[config.mk]
export PLATFORM = sky130hd
export DESIGN_NAME = regs
export DESIGN_NICKNAME = d
export VERILOG_FILES = /design/src/rtl/regs_pkg.sv /design/src/rtl/regs_scoreboard.sv /design/src/rtl/regs.sv
export SDC_FILE = /design/constraint.sdc
export NUM_CORES = 2
export LEC_CHECK = 0
export BUFFER_PORTS_ARGS = -buffer_cell sky130_fd_sc_hd__buf_4
export CAP_MARGIN = 20
export CORE_ASPECT_RATIO = 2
export CORE_UTILIZATION = 35
export CTS_BUF_LIST = sky130_fd_sc_hd__clkbuf_4
export DETAILED_ROUTE_END_ITERATION = 10
export HOLD_SLACK_MARGIN = 0.12
export PLACE_DENSITY = 0.57
export SLEW_MARGIN = 10
export SYNTH_ARGS = -nofsm -noshare
export SYNTH_HDL_FRONTEND = slang
export SYNTH_SLANG_ARGS = --single-unit
[constraint.sdc]
create_clock -name clk -period 6.3 [get_ports clk]
set_input_delay 0.315 -clock clk [delete_from_list [all_inputs] [get_ports clk]]
set_output_delay 0.315 -clock clk [all_outputs]
set_load 0.05 [all_outputs]
[src/rtl/regs_pkg.sv]
// regs_pkg: shared constants and helpers for the rua integer register file.
//   XLEN      data width of one architectural register
//   NREGS     architectural register count (x0..x31)
//   REG_AW    register address width
//   CNT_W     width of the busy-register count (must hold 0..NREGS-1)
//   X0_ADDR   address of the hard-wired zero register
//   popcount  number of set bits in a busy vector
package regs_pkg;

  localparam int XLEN   = 32;
  localparam int NREGS  = 32;
  localparam int REG_AW = 5;
  localparam int CNT_W  = 6;

  localparam logic [REG_AW-1:0] X0_ADDR = '0;

  function automatic logic [CNT_W-1:0] popcount(input logic [NREGS-1:0] vec);
    logic [CNT_W-1:0] cnt;
    cnt = '0;
    for (int i = 0; i < NREGS; i++) begin
      cnt = cnt + CNT_W'(vec[i]);
    end
    return cnt;
  endfunction

endpackage

[src/rtl/regs_scoreboard.sv]
// regs_scoreboard: per-register busy tracking and the issue decision.
//   clk, rst         clock and synchronous active-high reset
//   rs1, rs2         source addresses of the decoded instruction
//   rd, rd_en        destination address and its write enable
//   issue_valid      decode presents an instruction this cycle
//   wb_en, wb_addr   write-back port (clears the destination's busy bit)
//   issue_ready      combinational: instruction may issue this cycle
//   busy_count       registered popcount of the busy vector
module regs_scoreboard
  import regs_pkg::*;
(
  input  logic              clk,
  input  logic              rst,
  input  logic [REG_AW-1:0] rs1,
  input  logic [REG_AW-1:0] rs2,
  input  logic [REG_AW-1:0] rd,
  input  logic              rd_en,
  input  logic              issue_valid,
  input  logic              wb_en,
  input  logic [REG_AW-1:0] wb_addr,
  output logic              issue_ready,
  output logic [CNT_W-1:0]  busy_count
);

  logic [NREGS-1:0] busy_q, busy_d;
  logic [CNT_W-1:0] busy_count_q, busy_count_d;
  logic             src1_ok, src2_ok, dst_ok, fire;

  // A source waiting on a write-back becomes ready in the write-back cycle
  // itself, because the read mux bypasses wb_data.
  always_comb begin
    src1_ok = !busy_q[rs1] || (wb_en && (wb_addr == rs1));
    src2_ok = !busy_q[rs2] || (wb_en && (wb_addr == rs2));
    // The destination check deliberately ignores a same-cycle write-back, so
    // a WAW stall lasts one cycle past the producer's write-back.
    dst_ok  = !rd_en || (rd == X0_ADDR) || !busy_q[rd];
    issue_ready = src1_ok && src2_ok && dst_ok;
    fire        = issue_valid && issue_ready;
  end

  // Clear first, then set, so a set on the same register wins.
  always_comb begin
    busy_d = busy_q;
    if (wb_en && (wb_addr != X0_ADDR)) begin
      busy_d[wb_addr] = 1'b0;
    end
    if (fire && rd_en && (rd != X0_ADDR)) begin
      busy_d[rd] = 1'b1;
    end
    busy_d[0]    = 1'b0;
    busy_count_d = popcount(busy_d);
  end

  always_ff @(posedge clk) begin
    if (rst) begin
      busy_q       <= '0;
      busy_count_q <= '0;
    end else begin
      busy_q       <= busy_d;
      busy_count_q <= busy_count_d;
    end
  end

  assign busy_count = busy_count_q;

endmodule

[src/rtl/regs.sv]
// regs: RV32I integer register file with write-back bypass and issue scoreboard.
//   clk, rst                 clock and synchronous active-high reset
//   regs_addr1, regs_addr2   source addresses from decode
//   regs_write_en/_addr      decoded destination
//   issue_valid              decode presents an instruction
//   issue_ready              instruction may issue (combinational)
//   regs_data1, regs_data2   source values (combinational, bypassed)
//   wb_en, wb_addr, wb_data  write-back port
//   busy_count               number of busy registers (registered)
module regs
  import regs_pkg::*;
(
  input  logic              clk,
  input  logic              rst,
  input  logic [REG_AW-1:0] regs_addr1,
  input  logic [REG_AW-1:0] regs_addr2,
  input  logic              regs_write_en,
  input  logic [REG_AW-1:0] regs_write_addr,
  input  logic              issue_valid,
  output logic              issue_ready,
  output logic [XLEN-1:0]   regs_data1,
  output logic [XLEN-1:0]   regs_data2,
  input  logic              wb_en,
  input  logic [REG_AW-1:0] wb_addr,
  input  logic [XLEN-1:0]   wb_data,
  output logic [CNT_W-1:0]  busy_count
);

  logic [XLEN-1:0] mem_q [NREGS];
  logic [XLEN-1:0] mem_d [NREGS];
  logic            wb_live;

  assign wb_live = wb_en && (wb_addr != X0_ADDR);

  always_comb begin
    mem_d = mem_q;
    if (wb_live) begin
      mem_d[wb_addr] = wb_data;
    end
  end

  always_ff @(posedge clk) begin
    if (rst) begin
      for (int i = 0; i < NREGS; i++) begin
        mem_q[i] <= '0;
      end
    end else begin
      mem_q <= mem_d;
    end
  end

  // x0 reads as zero regardless of storage; a live write-back overrides storage.
  always_comb begin
    regs_data1 = '0;
    if (regs_addr1 != X0_ADDR) begin
      regs_data1 = mem_q[regs_addr1];
    end
    if (wb_live && (wb_addr == regs_addr1)) begin
      regs_data1 = wb_data;
    end
    regs_data2 = '0;
    if (regs_addr2 != X0_ADDR) begin
      regs_data2 = mem_q[regs_addr2];
    end
    if (wb_live && (wb_addr == regs_addr2)) begin
      regs_data2 = wb_data;
    end
  end

  regs_scoreboard u_scoreboard (
    .clk         (clk),
    .rst         (rst),
    .rs1         (regs_addr1),
    .rs2         (regs_addr2),
    .rd          (regs_write_addr),
    .rd_en       (regs_write_en),
    .issue_valid (issue_valid),
    .wb_en       (wb_en),
    .wb_addr     (wb_addr),
    .issue_ready (issue_ready),
    .busy_count  (busy_count)
  );

endmodule

=== Word-level counts from Yosys, hierarchy flattened ===
Index checks and enable logic that the tools add are counted.
W data, S select, Z words.

* Add/sub/neg operators: 30
* Multiply operators: 0
* Divide/modulo/power cells: 0
* Order comparisons: 10
* Eq/ne operators: 2
* Shift-type cells: 0
* Mux-type cells: 25
* Bitwise logic cells: 6
* Reductions and logical operators: 26

{| class="wikitable"
|+ Operators by type and width
! operator !! count
|-
| $bwmux W1024 || 1
|-
| $mux W32 || 11
|-
| $bmux W32 S5 || 2
|-
| $add A6 B1 Y6 || 29
|-
| $demux W32 S5 || 1
|-
| $and A32 B32 Y32 || 1
|-
| $not A32 Y32 || 1
|-
| $or A32 B32 Y32 || 1
|-
| $lt A5 B6 Y1 const B || 4
|-
| $reduce_bool A5 Y1 || 4
|-
| $ge A6 B6 Y1 const B || 3
|-
| $not A5 Y6 || 3
|-
| $bmux W1 S5 || 3
|-
| $logic_and A1 B1 Y1 || 13
|-
| $demux W1 S5 || 2
|-
| $eq A5 B5 Y1 || 2
|-
| $ge A5 B1 Y1 const B || 2
|-
| $lt A6 B1 Y1 const B || 1
|-
| $logic_not A5 Y1 || 1
|-
| $mux W1 || 5
|-
| $logic_not A1 Y1 || 4
|-
| $logic_or A1 B1 Y1 || 4
|-
| $add A1 B1 Y2 || 1
|}

* Flip-flop bits (word level): 1062
* Bits in latches: 0
* RAM bits: 0
* Memory bits (read-only): 0
* Input port bits: 57
* Output and inout bits: 71
* Logic and storage cells: 134
* Memories kept: 0

=== Depth between registers and ports, before layout ===
* Word-level depth: 40
* Depth in mapped cells: 27
* Gate-level depth less buffers: 23

=== Hierarchy ===
A second synthesis with hierarchy kept.

* Cells, all modules: 6781
* Area total of the unflattened synthesis: 56474.2 µm²

{| class="wikitable"
|+ Modules (own cells, without submodules)
! module !! instances !! cells each !! area an instance (µm²) !! sequential area each (µm²)
|-
| regs || 1 || 6388 || 52953.3 || 20499.7
|-
| regs_scoreboard || 1 || 393 || 3520.9 || 740.7
|}

=== Least setup slack after synthesis ===
OpenSTA, ideal clock, no wires.

* Path kind: input -> register
* Start: input regs_write_addr[1]
* End: register u_scoreboard.busy_count_q[4] (netlist: u_scoreboard.busy_count[4])
* Library setup time: 0.128 ns
* Arrival time: 6.496 ns
* Required time: 6.172 ns
* Path slack: -0.324 ns
* Stages: 27
* Buffers on the path: 4
* Cell sequence: buf_6 buf_6 mux2i_1 o32ai_1 or4_1 buf_6 a21oi_4 nand4_4 buf_6 o21ai_1 ha_1 fa_1 inv_1 fa_1 fa_1 inv_1 fa_1 inv_1 fa_1 fa_1 inv_1 ha_1 fa_1 a21o_1 a21oi_1 xor2_1 nor2_1

* Longest elaborated chain between the ends: 39
* Elaborated cells between the ends (all ways): 48
* Classes of those cells: 30 x add/sub; 2 x order compare; 5 x mux; 1 x bitwise; 10 x reduce/logical

{| class="wikitable"
|+ Ends and longest elaborated chain
! element !! line !! text
|-
| from (decl) || regs.sv:18 || <nowiki>input logic [REG_AW-1:0] regs_write_addr,</nowiki>
|-
| branches (longest 8 deep; another with $lt A5 B6 Y1) || - ||
|-
| $mux W32 * || regs_scoreboard.sv:47 || <nowiki>if (fire && rd_en && (rd != X0_ADDR)) begin</nowiki>
|-
| named net u_scoreboard.busy_d[1] || regs_scoreboard.sv:25 || <nowiki>logic [NREGS-1:0] busy_q, busy_d;</nowiki>
|-
| $add A1 B1 Y2 * || regs_pkg.sv:21 || <nowiki>cnt = cnt + CNT_W'(vec[i]);</nowiki>
|-
| $add A6 B1 Y6 * (29 in a row) || regs_pkg.sv:21 ||
|-
| to (signal assigned) || regs_scoreboard.sv:60 || <nowiki>busy_count_q <= busy_count_d;</nowiki>
|-
| to (decl) || regs_scoreboard.sv:26 || <nowiki>logic [CNT_W-1:0] busy_count_q, busy_count_d;</nowiki>
|}

Mark *: on every way through the listed nets, which the timed path passes. The select of a mux whose other input is x is not followed.
A chain may end at the register's enable or synchronous reset.

=== Final worst setup path ===
* Start: register u_scoreboard.busy_q[13]
* End: register u_scoreboard.busy_count_q[4] (netlist: u_scoreboard.busy_count[4])

* Longest elaborated chain between the ends: 40
* Elaborated cells between the ends (all ways): 51
* Classes of those cells: 30 x add/sub; 8 x mux; 2 x bitwise; 11 x reduce/logical

{| class="wikitable"
|+ Ends and longest elaborated chain
! element !! line !! text
|-
| from (decl) || regs_scoreboard.sv:25 ||
|-
| from (signal assigned) || regs_scoreboard.sv:59 || <nowiki>busy_q <= busy_d;</nowiki>
|-
| $bmux W1 S5, on equally long branches || regs_scoreboard.sv:32, regs_scoreboard.sv:33 ||
|-
| $mux W1, on equally long branches || regs_scoreboard.sv:32, regs_scoreboard.sv:33 ||
|-
| $logic_not A1 Y1, on equally long branches || regs_scoreboard.sv:32, regs_scoreboard.sv:33 ||
|-
| $logic_or A1 B1 Y1, on equally long branches || regs_scoreboard.sv:32, regs_scoreboard.sv:33 ||
|-
| $logic_and A1 B1 Y1 (2 in a row) || regs_scoreboard.sv:37 || <nowiki>issue_ready = src1_ok && src2_ok && dst_ok;</nowiki>
|-
| $logic_and A1 B1 Y1 || regs_scoreboard.sv:38 || <nowiki>fire = issue_valid && issue_ready;</nowiki>
|-
| $logic_and A1 B1 Y1 (2 in a row) || regs_scoreboard.sv:47 ||
|-
| $mux W32 * || regs_scoreboard.sv:47 ||
|-
| $add A1 B1 Y2 || regs_pkg.sv:21 ||
|-
| $add A6 B1 Y6 (28 in a row) || regs_pkg.sv:21 ||
|-
| $add A6 B1 Y6 * || regs_pkg.sv:21 ||
|}

Every way passes the cells marked *; elsewhere a longest branch is shown, timed or not. The select of a mux whose other input is x is not followed.

==> insert_results.sql <==
INSERT INTO impl_metrics (metric_group, metric, value, unit) VALUES
('critical_path', 'worstSetupStartpointType', 'flip-flop', ''),
('logic_synthesis', 'ys.warnings.count', '0', ''),
('critical_path', 'critPathCaptureType', 'flip-flop', ''),
('logic_synthesis', 'synth_enable_flop_cells', '0', ''),
('clock_network', 'number_of_levels_the_h_tree_was_split_into', '4', ''),
('critical_path', 'critPathTopFamily', 'adder cells', ''),
('critical_path', 'crit_path_cell_trace', 'mux4_2 > mux2i_2 > o32ai_2 > o21bai_2 > buf_12 > nand4_4 > buf_12 > a2bb2oi_1 > fa_1 > fa_1 > inv_2 > fa_1 > fa_1 > inv_2 > fa_2 > fa_1 > inv_2 > ha_4 > fa_2 > a21o_1 > a21oi_2 > xor2_1 > nor2_1', ''),
('critical_path', 'worstSetupEndpoint', 'u_scoreboard.busy_count[4]', ''),
('logic_synthesis', 'syn_area_per_cell', '8.80', 'µm²'),
('critical_path', 'crit-reg2reg-launch', 'u_scoreboard.busy_q[13]', ''),
('critical_path', 'crit_type', 'flip-flop to flip-flop', ''),
('clock_network', 'cts_made_buffers', '239', ''),
('sta', 'fmax', '157', 'MHz'),
('cells_and_area', 'nets', '6436', ''),
('route', 'detail_route.wirelength', '259000', 'µm'),
('critical_path', 'crit_required', '7310', 'ps'),
('sta', 'report.final.slew_viol_count', '0', ''),
('logic_synthesis', 'syn_nets', '6405', ''),
('logic_synthesis', 'ys_ff_latch', '1061', ''),
('clock_network', 'clock_transition_time_at_the_flip_flop_clock_pins_of_the_worst_setup_and_hold_paths', '80', 'ps'),
('global_routing', 'grt_usage', '0.315', ''),
('sta', 'final_critical_path_setup_slack', '-55.1', 'ps'),
('logic_synthesis', 'yosysMostFrequentCell', 'sky130_fd_sc_hd__nand2_1', ''),
('sta', 'unrepaired_setup_endpoints_after_global_routing', 'yes', ''),
('floorplan', 'design.portCount', '128', ''),
('route', 'vias', '52600', ''),
('cells_and_area', 'post_route_cells_drive_above_1_share', '0.203', ''),
('floorplan', 'die_height', '565', 'µm'),
('logic_synthesis', 'synth_cell_types', '68', ''),
('logic_synthesis', 'yosysTopAreaCellShare', '0.382', ''),
('route', 'antenna_left', '0', ''),
('status', 'outcome', 'complete, but fails checks', ''),
('critical_path', 'worst_path_max_delay_cell', 'sky130_fd_sc_hd__fa_1', ''),
('sta', 'period_share', '1.01', ''),
('critical_path', 'cp.buffers_inverters', '5', ''),
('global_routing', 'grt_pass1_wl', '366000', 'µm'),
('status', 'failed_checks', 'negative setup slack', ''),
('pwr', 'p_leak', '20.8', 'nW'),
('sta', 'hold_violations', '0', ''),
('critical_path', 'cp_num_cells', '23', ''),
('global_routing', 'grt_start_max_net_pins', '170', ''),
('placed_design', 'place_congestion', '0.943', ''),
('critical_path', 'crit_arrival', '7360', 'ps'),
('placed_design', 'detailed_place_hpwl', '142000', 'µm'),
('clock_network', 'numClockSinks', '1061', ''),
('sta', 'max-slew-margin-rel', '0.165', ''),
('sta', 'worst_hold_slack', '165', 'ps'),
('critical_path', 'cp_common_cell', 'sky130_fd_sc_hd__fa_1', ''),
('logic_synthesis', 'synth-async-reset-ratio', '0', ''),
('sta', 'finalSetupViolCount', '2', ''),
('clock_network', 'cts_tree', 'yes', ''),
('sta', 'timing.clock.skew', '51.2', 'ps'),
('pwr', 'largest_vdd_supply_drop', '0.132', 'mV'),
('floorplan', 'initial_utilization', '0.353', ''),
('placed_design', 'number_of_port_buffers', '127', ''),
('cells_and_area', 'layout-area-overhead-vs-synth', '13.3', '%'),
('route', 'remaining_drc_errors', '0', ''),
('logic_synthesis', 'netlist_top_cells_area', 'sky130_fd_sc_hd__dfxtp_1 (38%), sky130_fd_sc_hd__mux4_2 (19%), sky130_fd_sc_hd__nand2_1 (14%)', ''),
('logic_synthesis', 'post_synth_instance_area', '55500', 'µm²'),
('pwr', 'power.density', '222', 'nW/µm²'),
('clock_network', 'clock-root-buffer', 'sky130_fd_sc_hd__clkbuf_4', ''),
('critical_path', 'worstSetupStartpoint', 'u_scoreboard.busy_q[13]', ''),
('route', 'avgRoutedWirePerCell', '30.1', 'µm'),
('critical_path', 'critPathMaxFanout', '5', ''),
('logic_synthesis', 'synth_flop_cell', 'sky130_fd_sc_hd__dfxtp_1', ''),
('clock_network', 'clock_insertion_delay_worst_skew', '1170', 'ps'),
('route', 'initial_detailed_routing_violation_count', '6446', ''),
('floorplan', 'dieArea', '160000', 'µm²'),
('logic_synthesis', 'post_synth_most_frequent_cells', 'sky130_fd_sc_hd__nand2_1 (2092), sky130_fd_sc_hd__dfxtp_1 (1061), sky130_fd_sc_hd__a21oi_1 (1011)', ''),
('run', 'max_cap_violations', '0', ''),
('sta', 'fin_tns_setup', '-75.1', 'ps');
-- per-stage QoR --
step | area (µm²) | total power, mW | instances | util | setup slack [ps]
2_1_floorplan | 55600 | 7.90 | 6316 | - | -166
3_3_place_gp | 58700 | 8.45 | 8076 | 0.373 | -599
3_5_place_dp | 58700 | 8.46 | 8078 | 0.373 | -555
4_1_cts | 62700 | 14.0 | 8589 | 0.398 | -29.8
5_1_grt | 62900 | 14.4 | 8602 | 0.400 | -223
6_report | 62900 | 14.0 | 8610 | 0.400 | -55.1
-- power breakdown --
part | internal (mW) | leakage, nW | switching [mW] | total (mW)
logic | 0.500 | 10.5 | 1.13 | 1.63
registers | 6.75 | 8.55 | 0.0350 | 6.78
clock network | 2.61 | 1.76 | 2.96 | 5.57
-- worst min path at each step --
| stage | startpoint | to | slack (ps) | cells past startpoint |
|---|---|---|---|---|
| 2_1_floorplan | mem_q[190] | mem_q[190] | 440 | 2 |
| 6_report | wb_data[23] | mem_q[567] | 170 | 4 |
| 3_3_place_gp | mem_q[573] | mem_q[573] | 450 | 2 |
| 4_1_cts | wb_data[23] | mem_q[119] | 120 | 4 |
| 3_5_place_dp | mem_q[310] | mem_q[310] | 460 | 2 |
| 5_1_grt | wb_data[2] | mem_q[642] | 160 | 4 |
-- cells in the final DEF, fill, tap and decap left out, drive strengths merged, types with 36 or more instances in the layout --
cell type    count
clkbuf         345
mux2i          305
buf            369
a22oi           66
nor2b           42
nor2           119
mux4           462
a221oi         128
o211ai          63
o21ai           38
dlygate4sd3     94
a21oi         1012
clkinv          61
nand2         2092
inv             36
dfxtp         1061
-- worst min-delay path: stages --
cell and delay [ps]:
sky130_fd_sc_hd__dlygate4sd3_1 560, sky130_fd_sc_hd__buf_4 260, sky130_fd_sc_hd__nand2_1 100, sky130_fd_sc_hd__a21oi_1 60
-- per-layer routing --
| layer | up-vias | part of all wire | track usage |
|---|---|---|---|
| met5 | - | 0.000050 | 0 |
| met2 | 3413 | 0.47 | 0.511 |
| li1 | 22400 | - | - |
| met3 | 1164 | 0.10 | 0.0683 |
| met4 | 2 | 0.097 | 0.274 |
| met1 | 25600 | 0.34 | 0.351 |
-- flip-flops by register name (all words and copies together) (netlist names) --
name	count
mem_q	1024
u_scoreboard.busy_q	31
u_scoreboard.busy_count	6
-- logic make-up (layout without fill, tap and decap cells) --
| family | Yosys count | count (layout) | share of synthesized area |
|---|---|---|---|
| AO/OA/AOI/OAI | 1387 | 1387 | 0.146 |
| XOR/XNOR | 13 | 13 | 0.00205 |
| adder cells (fa/ha/maj) | 32 | 32 | 0.0103 |
| buffers and inverters | 707 | 910 | 0.0510 |
| flip-flops | 1061 | 1061 | 0.382 |
| multiplexers | 769 | 769 | 0.243 |
| other | 0 | 11 | 0 |
| AND/OR/NAND/NOR | 2347 | 2347 | 0.166 |
-- layout make-up --
type / count / area (µm²)
Multi-Input combinational cell: 4548 / 31900
Sequential cell: 1061 / 21200
Timing Repair Buffer: 465 / 4070
Clock inverter: 70 / 363
Antenna cell: 11 / 27.5
Inverter: 32 / 123
Fill cell: 15600 / 94500
Clock buffer: 343 / 2570
Tap cell: 2080 / 2600
-- repair_timing --
action / in CTS / in global routing
cloned: 0 / 1
hold endpoints to repair: 1049 / 0
gates resized for setup: 19 / 17
buffers inserted: 0 / 4
pin swaps: 5 / 15
setup endpoints to repair: 5 / 4
hold buffers: 98 / 0
(Power assumes the default switching activity.)
